`src/rtl/loader_pkg.sv`:
```
// loader_pkg: shared types and constants for the instruction-memory loader.
// Provides the loader FSM state encoding and the stream framing sizes.
package loader_pkg;

    typedef enum logic [2:0] {
        IDLE,
        HDR0,
        HDR1,
        DATA,
        WRITE,
        CSUM,
        DONE,
        ERR
    } state_t;

    localparam int HDR_BYTES      = 2;
    localparam int BYTES_PER_WORD = 4;

endpackage

```
`src/rtl/imem_loader_if.sv`:
```
// imem_loader_if: byte-stream valid/ready handshake into the loader.
// s_valid/s_data come from the source (master), s_ready from the loader (slave).
interface imem_loader_if;
    import loader_pkg::*;

    logic       s_valid;
    logic [7:0] s_data;
    logic       s_ready;

    modport master (
        output s_valid,
        output s_data,
        input  s_ready
    );

    modport slave (
        input  s_valid,
        input  s_data,
        output s_ready
    );

endinterface

```
`src/rtl/imem_loader_byte_packer.sv`:
```
// byte_packer: packs accepted bytes into a 32-bit little-endian word.
// Ports: clk, reset (sync, active-low), clear, shift, byte_in -> word, word_valid.
// word is the word including the current byte_in; word_valid flags the 4th byte.
module byte_packer
    import loader_pkg::*;
(
    input  logic        clk,
    input  logic        reset,
    input  logic        clear,
    input  logic        shift,
    input  logic [7:0]  byte_in,
    output logic [31:0] word,
    output logic        word_valid
);

    logic [31:0] sreg;
    logic [1:0]  cnt;

    // Earlier bytes drift toward bit 0, so the first byte lands in [7:0].
    assign word       = {byte_in, sreg[31:8]};
    assign word_valid = shift && (cnt == 2'(BYTES_PER_WORD - 1));

    always_ff @(posedge clk) begin
        if (!reset || clear) begin
            sreg <= '0;
            cnt  <= '0;
        end else if (shift) begin
            sreg <= word;
            cnt  <= cnt + 2'd1;
        end
    end

endmodule

```
`src/rtl/imem_loader.sv`:
```
// imem_loader: receives a framed byte stream and writes it into instmem.
// Ports: clk, reset (sync, active-low), start, s (stream slave), adr, data_in,
// WE, EN (instmem write port), core_hold, done, err (session status).
module imem_loader
    import loader_pkg::*;
#(
    parameter int ADDR_W    = 12,
    parameter int BASE_ADDR = 0
) (
    input  logic              clk,
    input  logic              reset,
    input  logic              start,
    imem_loader_if.slave      s,
    output logic [ADDR_W-1:0] adr,
    output logic [31:0]       data_in,
    output logic              WE,
    output logic              EN,
    output logic              core_hold,
    output logic              done,
    output logic              err
);

    localparam int unsigned DEPTH = 1 << ADDR_W;

    state_t                 state;
    state_t                 state_nx;
    logic [HDR_BYTES*8-1:0] count;
    logic [15:0]            count_now;
    logic [ADDR_W:0]        n_words;
    logic [ADDR_W:0]        word_idx;
    logic [7:0]             csum;
    logic                   accept;
    logic                   begin_load;
    logic                   word_valid;
    logic [31:0]            word;

    assign s.s_ready = (state == HDR0) || (state == HDR1) ||
                       (state == DATA) || (state == CSUM);
    assign accept     = s.s_valid && s.s_ready;
    assign begin_load = start && ((state == IDLE) || (state == ERR));

    assign WE        = (state == WRITE);
    assign EN        = (state == WRITE);
    assign core_hold = (state != DONE);
    assign done      = (state == DONE);
    assign err       = (state == ERR);

    // In HDR1 the high count byte is still on the bus, so use it directly.
    assign count_now = (state == HDR1) ? {s.s_data, count[7:0]} : count;
    assign n_words   = (32'(count_now) > DEPTH) ?
                       (ADDR_W+1)'(DEPTH) : (ADDR_W+1)'(count_now);

    byte_packer u_packer (
        .clk       (clk),
        .reset     (reset),
        .clear     (begin_load),
        .shift     (accept && (state == DATA)),
        .byte_in   (s.s_data),
        .word      (word),
        .word_valid(word_valid)
    );

    always_ff @(posedge clk) begin
        if (!reset) begin
            state <= IDLE;
        end else begin
            state <= state_nx;
        end
    end

    always_comb begin
        state_nx = state;
        unique case (state)
            IDLE:    if (start) state_nx = HDR0;
            HDR0:    if (accept) state_nx = HDR1;
            HDR1:    if (accept) state_nx = (n_words == '0) ? CSUM : DATA;
            DATA:    if (word_valid) state_nx = WRITE;
            WRITE:   state_nx = (word_idx + (ADDR_W+1)'(1) == n_words) ?
                                CSUM : DATA;
            CSUM:    if (accept) state_nx = (s.s_data == csum) ? DONE : ERR;
            DONE:    state_nx = DONE;
            ERR:     if (start) state_nx = HDR0;
            default: state_nx = IDLE;
        endcase
    end

    always_ff @(posedge clk) begin
        if (!reset) begin
            count    <= '0;
            word_idx <= '0;
            csum     <= '0;
            adr      <= '0;
            data_in  <= '0;
        end else begin
            if (begin_load) begin
                word_idx <= '0;
                csum     <= '0;
            end else if (accept && (state != CSUM)) begin
                csum <= csum ^ s.s_data;
            end
            if (accept && (state == HDR0)) count[7:0]  <= s.s_data;
            if (accept && (state == HDR1)) count[15:8] <= s.s_data;
            // Address and data are captured here and held until the next word.
            if (word_valid) begin
                adr     <= ADDR_W'(BASE_ADDR) + word_idx[ADDR_W-1:0];
                data_in <= word;
            end
            if (state == WRITE) word_idx <= word_idx + (ADDR_W+1)'(1);
        end
    end

endmodule

```
`src/flat_wrapper.sv`:
```
// flat-port wrapper written by rule: the top's interface ports become plain ports
module imem_loader_flat import loader_pkg::*;
#(
    parameter int ADDR_W    = 12,
    parameter int BASE_ADDR = 0
)
  (clk, reset, start, adr, data_in, WE, EN, core_hold, done, err, s_s_valid, s_s_data, s_s_ready);
  imem_loader_if s_i ();
  input  logic clk;
  input  logic reset;
  input  logic start;
  output logic [ADDR_W-1:0] adr;
  output logic [31:0] data_in;
  output logic WE;
  output logic EN;
  output logic core_hold;
  output logic done;
  output logic err;
  input wire logic [$bits(s_i.s_valid)-1:0] s_s_valid;
  input wire logic [$bits(s_i.s_data)-1:0] s_s_data;
  output wire logic [$bits(s_i.s_ready)-1:0] s_s_ready;
  assign s_i.s_valid = s_s_valid;
  assign s_i.s_data = s_s_data;
  assign s_s_ready = s_i.s_ready;
  imem_loader #(.ADDR_W(ADDR_W), .BASE_ADDR(BASE_ADDR)) u_core (.clk(clk), .reset(reset), .start(start), .s(s_i), .adr(adr), .data_in(data_in), .WE(WE), .EN(EN), .core_hold(core_hold), .done(done), .err(err));
endmodule
```
`config.mk`:
```
export PLATFORM = sky130hd
export DESIGN_NAME = imem_loader_flat
export DESIGN_NICKNAME = d
export VERILOG_FILES = /design/src/rtl/loader_pkg.sv /design/src/rtl/imem_loader_if.sv /design/src/rtl/imem_loader_byte_packer.sv /design/src/rtl/imem_loader.sv /design/src/flat_wrapper.sv
export SDC_FILE = /design/constraint.sdc
export NUM_CORES = 1
export LEC_CHECK = 0
export BUFFER_PORTS_ARGS = -buffer_cell sky130_fd_sc_hd__clkbuf_2
export CORE_MARGIN = 3
export CORE_UTILIZATION = 65
export CTS_BUF_LIST = sky130_fd_sc_hd__clkbuf_2 sky130_fd_sc_hd__clkbuf_4 sky130_fd_sc_hd__clkbuf_8
export CTS_CLUSTER_DIAMETER = 200
export CTS_CLUSTER_SIZE = 28
export DETAILED_ROUTE_END_ITERATION = 10
export PLACE_DENSITY = 0.95
export SLEW_MARGIN = 20
export SYNTH_ARGS = -nofsm -noshare
export SYNTH_HDL_FRONTEND = slang
export SYNTH_SLANG_ARGS = --single-unit
```
`constraint.sdc`:
```
create_clock -name clk -period 6.4 [get_ports clk]
set_input_delay 0.32 -clock clk [delete_from_list [all_inputs] [get_ports clk]]
set_output_delay 0.32 -clock clk [all_outputs]
set_load 0.02 [all_outputs]
```
==> After elaboration in Yosys (flattened, before gate mapping) <==
Cells that the tools add are included.
{ "totals": {"regBits": 118, "latchBits": 0, "mem_bits_rw": 0, "rom_bits": 0, "input_bits": 12, "output_inout_bits": 50, "wordCells": 63, "n_memories": 0} }
{ "op_classes": {"addsub": 2, "multipliers": 0, "n_div": 0, "n_lt_le_gt_ge": 1, "eq_ne": 17, "n_shift": 0, "muxes": 13, "bitwise_logic": 2, "n_reduce_logical": 19} }
{ "ops": {"columns": ["operator", "n"], "rows": [
  ["$mux 13", 3],
  ["$mux 3", 7],
  ["$pmux 3 s7", 1],
  ["$gt 16x13->1 const B", 1],
  ["$mux 16", 1],
  ["$add 13x1->13 const B", 1],
  ["$eq 13x13->1", 1],
  ["$logic_not 13->1", 1],
  ["$eq 3x3->1 const B", 4],
  ["$eq 8x8->1", 1],
  ["$ne 2x1->1 const B", 4],
  ["$xor 8x8->8", 1],
  ["$logic_and 1x1->1", 7],
  ["$eq 3x2->1 const B", 2],
  ["$ne 3x3->1 const B", 2],
  ["$logic_or 1x1->1", 5],
  ["$reduce_and 5->1", 1],
  ["$reduce_or 2->1", 2],
  ["$eq 3x1->1 const B", 1],
  ["$logic_not 3->1", 1],
  ["$add 2x1->2 const B", 1],
  ["$eq 2x2->1 const B", 1],
  ["$ne 2x2->1 const B", 1],
  ["$reduce_bool 2->1", 1],
  ["other kinds (3)", 3]
]} }

==> Depth between registers and ports, before layout <==
{ "depth": {"word_depth": 9, "mapped_depth": 9, "depth_no_buf": 8} }

==> Modules after synthesis <==
Synthesis repeated with hierarchy kept, for this count alone.
{ "unflattened": {"cells_unflattened": 570, "hier_area_um2": 5159.9} }
{ "modules_own_cells": {"columns": ["mod", "n_inst", "cells_per_inst", "area_each_um2", "seq_area_each_um2"], "rows": [
  ["imem_loader", 1, 475, 4112.7, 1681.6],
  ["byte_packer", 1, 95, 1047.3, 520.5]
]} }

==> Worst setup path before layout <==
No wires, ideal clock.
{ "synth_path": {"path_kind": "reg2reg", "from": "register u_core.state[0]", "to": "register u_core.state[1]", "setup_ns": 0.123, "arrival_ns": 2.319, "required_time_ns": 6.277, "path_slack_ns": 3.958, "stages_incl_launch_ff": 10, "n_path_buf": 2, "period_less_slack_ns": 2.442, "path_cell_list": "dfxtp_1 -> buf_2 -> or3b_1 -> buf_6 -> mux2_2 -> xnor3_1 -> a2111oi_0 -> o2111ai_1 -> nor3_2 -> a21oi_1"} }
{ "synth_between": {"elab_chain_cells": 9, "elab_cells_between_ends": 30, "classes_between": "1 x order compare; 13 x eq/ne; 6 x mux; 10 x reduce/logical"} }
{ "synth_rtl": {"columns": ["item", "line_no", "source"], "rows": [
  ["from (decl)", "imem_loader.sv:25", "state_t state;"],
  ["from (signal assigned)", "imem_loader.sv:67", "state <= state_nx;"],
  ["parallel branches: the longest is 9 deep, another holds $gt 16x13->1", null, null]
]} }
Parallel ways; which one is timed is not known. The select of a mux whose other input is x is not followed.
A chain may end at the register's enable or synchronous reset.

==> Final worst setup path <==
{ "layout_path": {"from": "register u_core.word_idx[0]", "to": "register u_core.state[2]"} }
{ "layout_between": {"elab_chain_cells": 4} }
{ "layout_rtl": {"columns": ["item", "line_no", "source"], "rows": [
  ["from (decl)", "imem_loader.sv:30", "logic [ADDR_W:0] word_idx;"],
  ["from (signal assigned)", "imem_loader.sv:108", "if (state == WRITE) word_idx <= word_idx + (ADDR_W+1)'(1);"],
  ["$add 13x1->13", "imem_loader.sv:78", "WRITE: state_nx = (word_idx + (ADDR_W+1)'(1) == n_words) ?"],
  ["$eq 13x13->1", "imem_loader.sv:78", null],
  ["$mux 3", "imem_loader.sv:78", null],
  ["$pmux 3 s7", "imem_loader.sv:73", "unique case (state)"]
]} }
No other way between the ends.

==> run_results.csv <==
group,metric,value,unit
critical_path,critPathKind,"flip-flop to flip-flop",
sta,worst_pin_slew,0.947,ns
synth,synthCells,673,
global_route,globalRouteTotalUtil,0.272,
sta,period_share,0.453,
synth,avgSynthCellArea,7.57,um2
layout,antenna_cells,0,
hold_path,hp-class,"input pin to flip-flop",
synth,seq_area_frac_synth,0.432,
cts,clock_path_buffers,2,
synth,synth-edff-count,0,
cts,post_cts_buffers,0,
route,vias_per_cell,5.92,
synth,synth_fp_nets,687,
route,route.detailed.drc,0,
placement,preCtsSetupSlack,3.61,ns
cts,clock-sinks,110,
power,seqPwrFrac,0.471,
flow_run,drv_cap,0,
critical_path,worst-endpoint-required,6.71,ns
floorplanning,die_x,94.5,um
synth,async_flop_share,0,
power,switching_share,0.354,
placement,port-buffer-count,61,
synth,synth_mux_area_frac,0.0165,
cts,numCtsBuffers,9,
cts,cts_resized,0,
global_route,first_global_vias,4096,
sta,relSlewSlack,0.368,
synth,synth.cell_area,0.00509,mm2
power,power,0.00163,W
sta,rsz0062_at_grt,"no",
layout,drive_above_1_share,0.136,
cts,cts_tree,"done",
route,ant_nets,0,
power,p_per_area,295,mW/mm2
cts,clock_latency,0.38,ns
route,drt_pre_antenna_iters,5,
synth,synthSimpleGateAreaFrac,0.250,
floorplanning,initial_core_util,0.687,
layout,final_cell_mix,"nand2_1 (197), dfxtp_1 (110), a21oi_1 (102)",
cts,cts.hold.buffers_added,0,
power,combPwrFrac,0.269,
global_route,grt_max_degree,76,
layout,nets,709,
sta,worst_slack,3.50,ns
cts,htreeDepth,3,
power,power_frac_clock,0.261,
power,cellLeakagePower,2.02,nW
sta,final-hold-violation-count,0,
sta,finalCriticalPeriod,2.90,ns
power,power_switching,0.000578,W
synth,synthAdderAreaFrac,0.00491,
synth,synth_cell_types,58,
layout,layout_commonest_cell,"nand2_1",
layout,area_growth,8.62,%
route,wirelength,12000,um
critical_path,worst_setup_path_start_kind,"flip-flop",
synth,synth-compound-area-share,0.174,
global_route,gr-total-overflow,0,
critical_path,end_kind,"flip-flop",
layout,instances_no_fill,799,
floorplanning,die_y,94.5,um
floorplanning,ios,62,
route,wl_per_cell,15.0,um
placement,dp_cells,782,
sta,fin_hold_ws,0.275,ns
placement,dp_hpwl,8090,um
power,p_int,0.00105,W
placement,place.gp.congestion,0.964,
sta,setup_viol,0,
floorplanning,core_area,0.00741,mm2
sta,fmax,345,MHz
sta,clock_skew,0.0141,ns
synth,synth_seq_cells,110,
critical_path,crit_arrival,3.21,ns
cts,root_buffer,"clkbuf_8",
synth,synth_warnings,0,
global_route,antenna_found_initial,0,
synth,ys.flop_type,"dfxtp_1",
synth,synth_top_family_by_area,"simple AND/OR/NAND/NOR gates",
run_status,outcome,"complete, no violations",
power,ir_drop,0.236,mV
cts,cts.clk_slew.worst_paths,0.11,ns
route,vias,4728,
critical_path,crit_fanout,11,
synth,synth-xor-area-share,0.0673,
global_route,grt_pass1_wl,19300,um
sta,report.final.slew_viol_count,0,
floorplanning,rows,31,
route,drt_first_iter_violations,433,
sta,tns,0,ns
floorplanning,die_area,0.00893,mm2
area by class of cell:
| cell class | instances | area (um2) |
|---|---|---|
| multi-input cells | 498 | 2620 |
| inverters | 11 | 42.5 |
| flip-flops and latches | 110 | 2200 |
| clock buffers | 9 | 124 |
| clock inverters | 7 | 83.8 |
| well taps | 99 | 124 |
| repair buffers | 65 | 335 |
| fillers | 523 | 1880 |
path summary, 6_finish.rpt:
kind / from / to / slack (ns) / cells after the start
worst max-delay path: u_core.word_idx[0] / u_core.state[2] / 3.50 / 8
worst min-delay path: reset / u_core.state[2] / 0.27 / 3
worst max register to register: u_core.word_idx[0] / u_core.state[2] / 3.50 / 8
worst min register to register: u_core.u_packer.sreg[14] / u_core.data_in[6] / 0.46 / 2
stage by stage:
| step | utilization | instance area (um2) |
|---|---|---|
| finish | 0.747 | 5530 |
| global route | 0.747 | 5530 |
| global placement | 0.717 | 5310 |
| floorplan | - | 5090 |
| detailed placement | 0.717 | 5310 |
| CTS | 0.745 | 5520 |
power groups by stage:
stage	Clock (W)	Combinational (W)	Sequential [W]
final	0.000425	0.000439	0.000768
after global routing	0.000453	0.000473	0.000773
after CTS	0.000428	0.000425	0.000765
after detailed placement	0	0.000420	0.000781
after global placement	0	0.000404	0.000777
after floorplan	0	0.000373	0.000751
worst max-delay path: stages, from the launching register on:
cell and delay (ns):
dfxtp_1 0.56, ha_1 0.35, nand3_1 0.22, nor4_1 0.56, xnor3_1 0.29, a2111oi_0 0.37
o2111ai_1 0.19, nor3_2 0.16, o2bb2ai_1 0.13
logic make-up (layout without fill, tap and decap cells):
logic type,after synthesis,after routing
and+or+nand+nor,299,299
buffers and inverters,65,92
xor gates and xnor gates,36,36
DFF,110,110
AOI/OAI and AO/OA,154,154
muxes,7,7
adders and majority gates,2,2
state kept, by name (all words and copies together), names as in the netlist:
register and cells:
u_core.u_packer.sreg 24, u_core.data_in 32, u_core.count 16, u_core.word_idx 13, u_core.csum 8, u_core.state 3
u_core.u_packer.cnt 2, u_core.adr 12
synthesized netlist by cell type, types with 3 or more instances:
cell      number  area [um2]
nand2_1      198         743
dfxtp_1      110        2200
a21oi_1      102         510
nor2_1        43         161
clkbuf_1      40         150
xnor2_1       18         158
o21ai_0       16        80.1
xor2_1        16         140
nand3_1       11        55.1
inv_1         10        37.5
buf_2          9        45.0
nor3_1         7        35.0
nor4_1         7        43.8
and3_1         6        37.5
nand3b_1       6        45.0
a22oi_1        4        30.0
a311oi_1       4        35.0
a31oi_1        3        18.8
mux2_2         3        33.8
nand4_1        3        18.8
or2_2          3        18.8
or4_1          3        22.5
routing by layer:
| metal | global-route usage | vias to the layer above | part of all wire |
|---|---|---|---|
| li1 | - | 2309 | - |
| met2 | 0.442 | 199 | 0.47 |
| met3 | 0.0422 | 30 | 0.071 |
| met4 | 0.103 | 0 | 0.020 |
| met5 | 0 | - | 0 |
| met1 | 0.367 | 2190 | 0.44 |
Power figures use the tool's default switching activity.
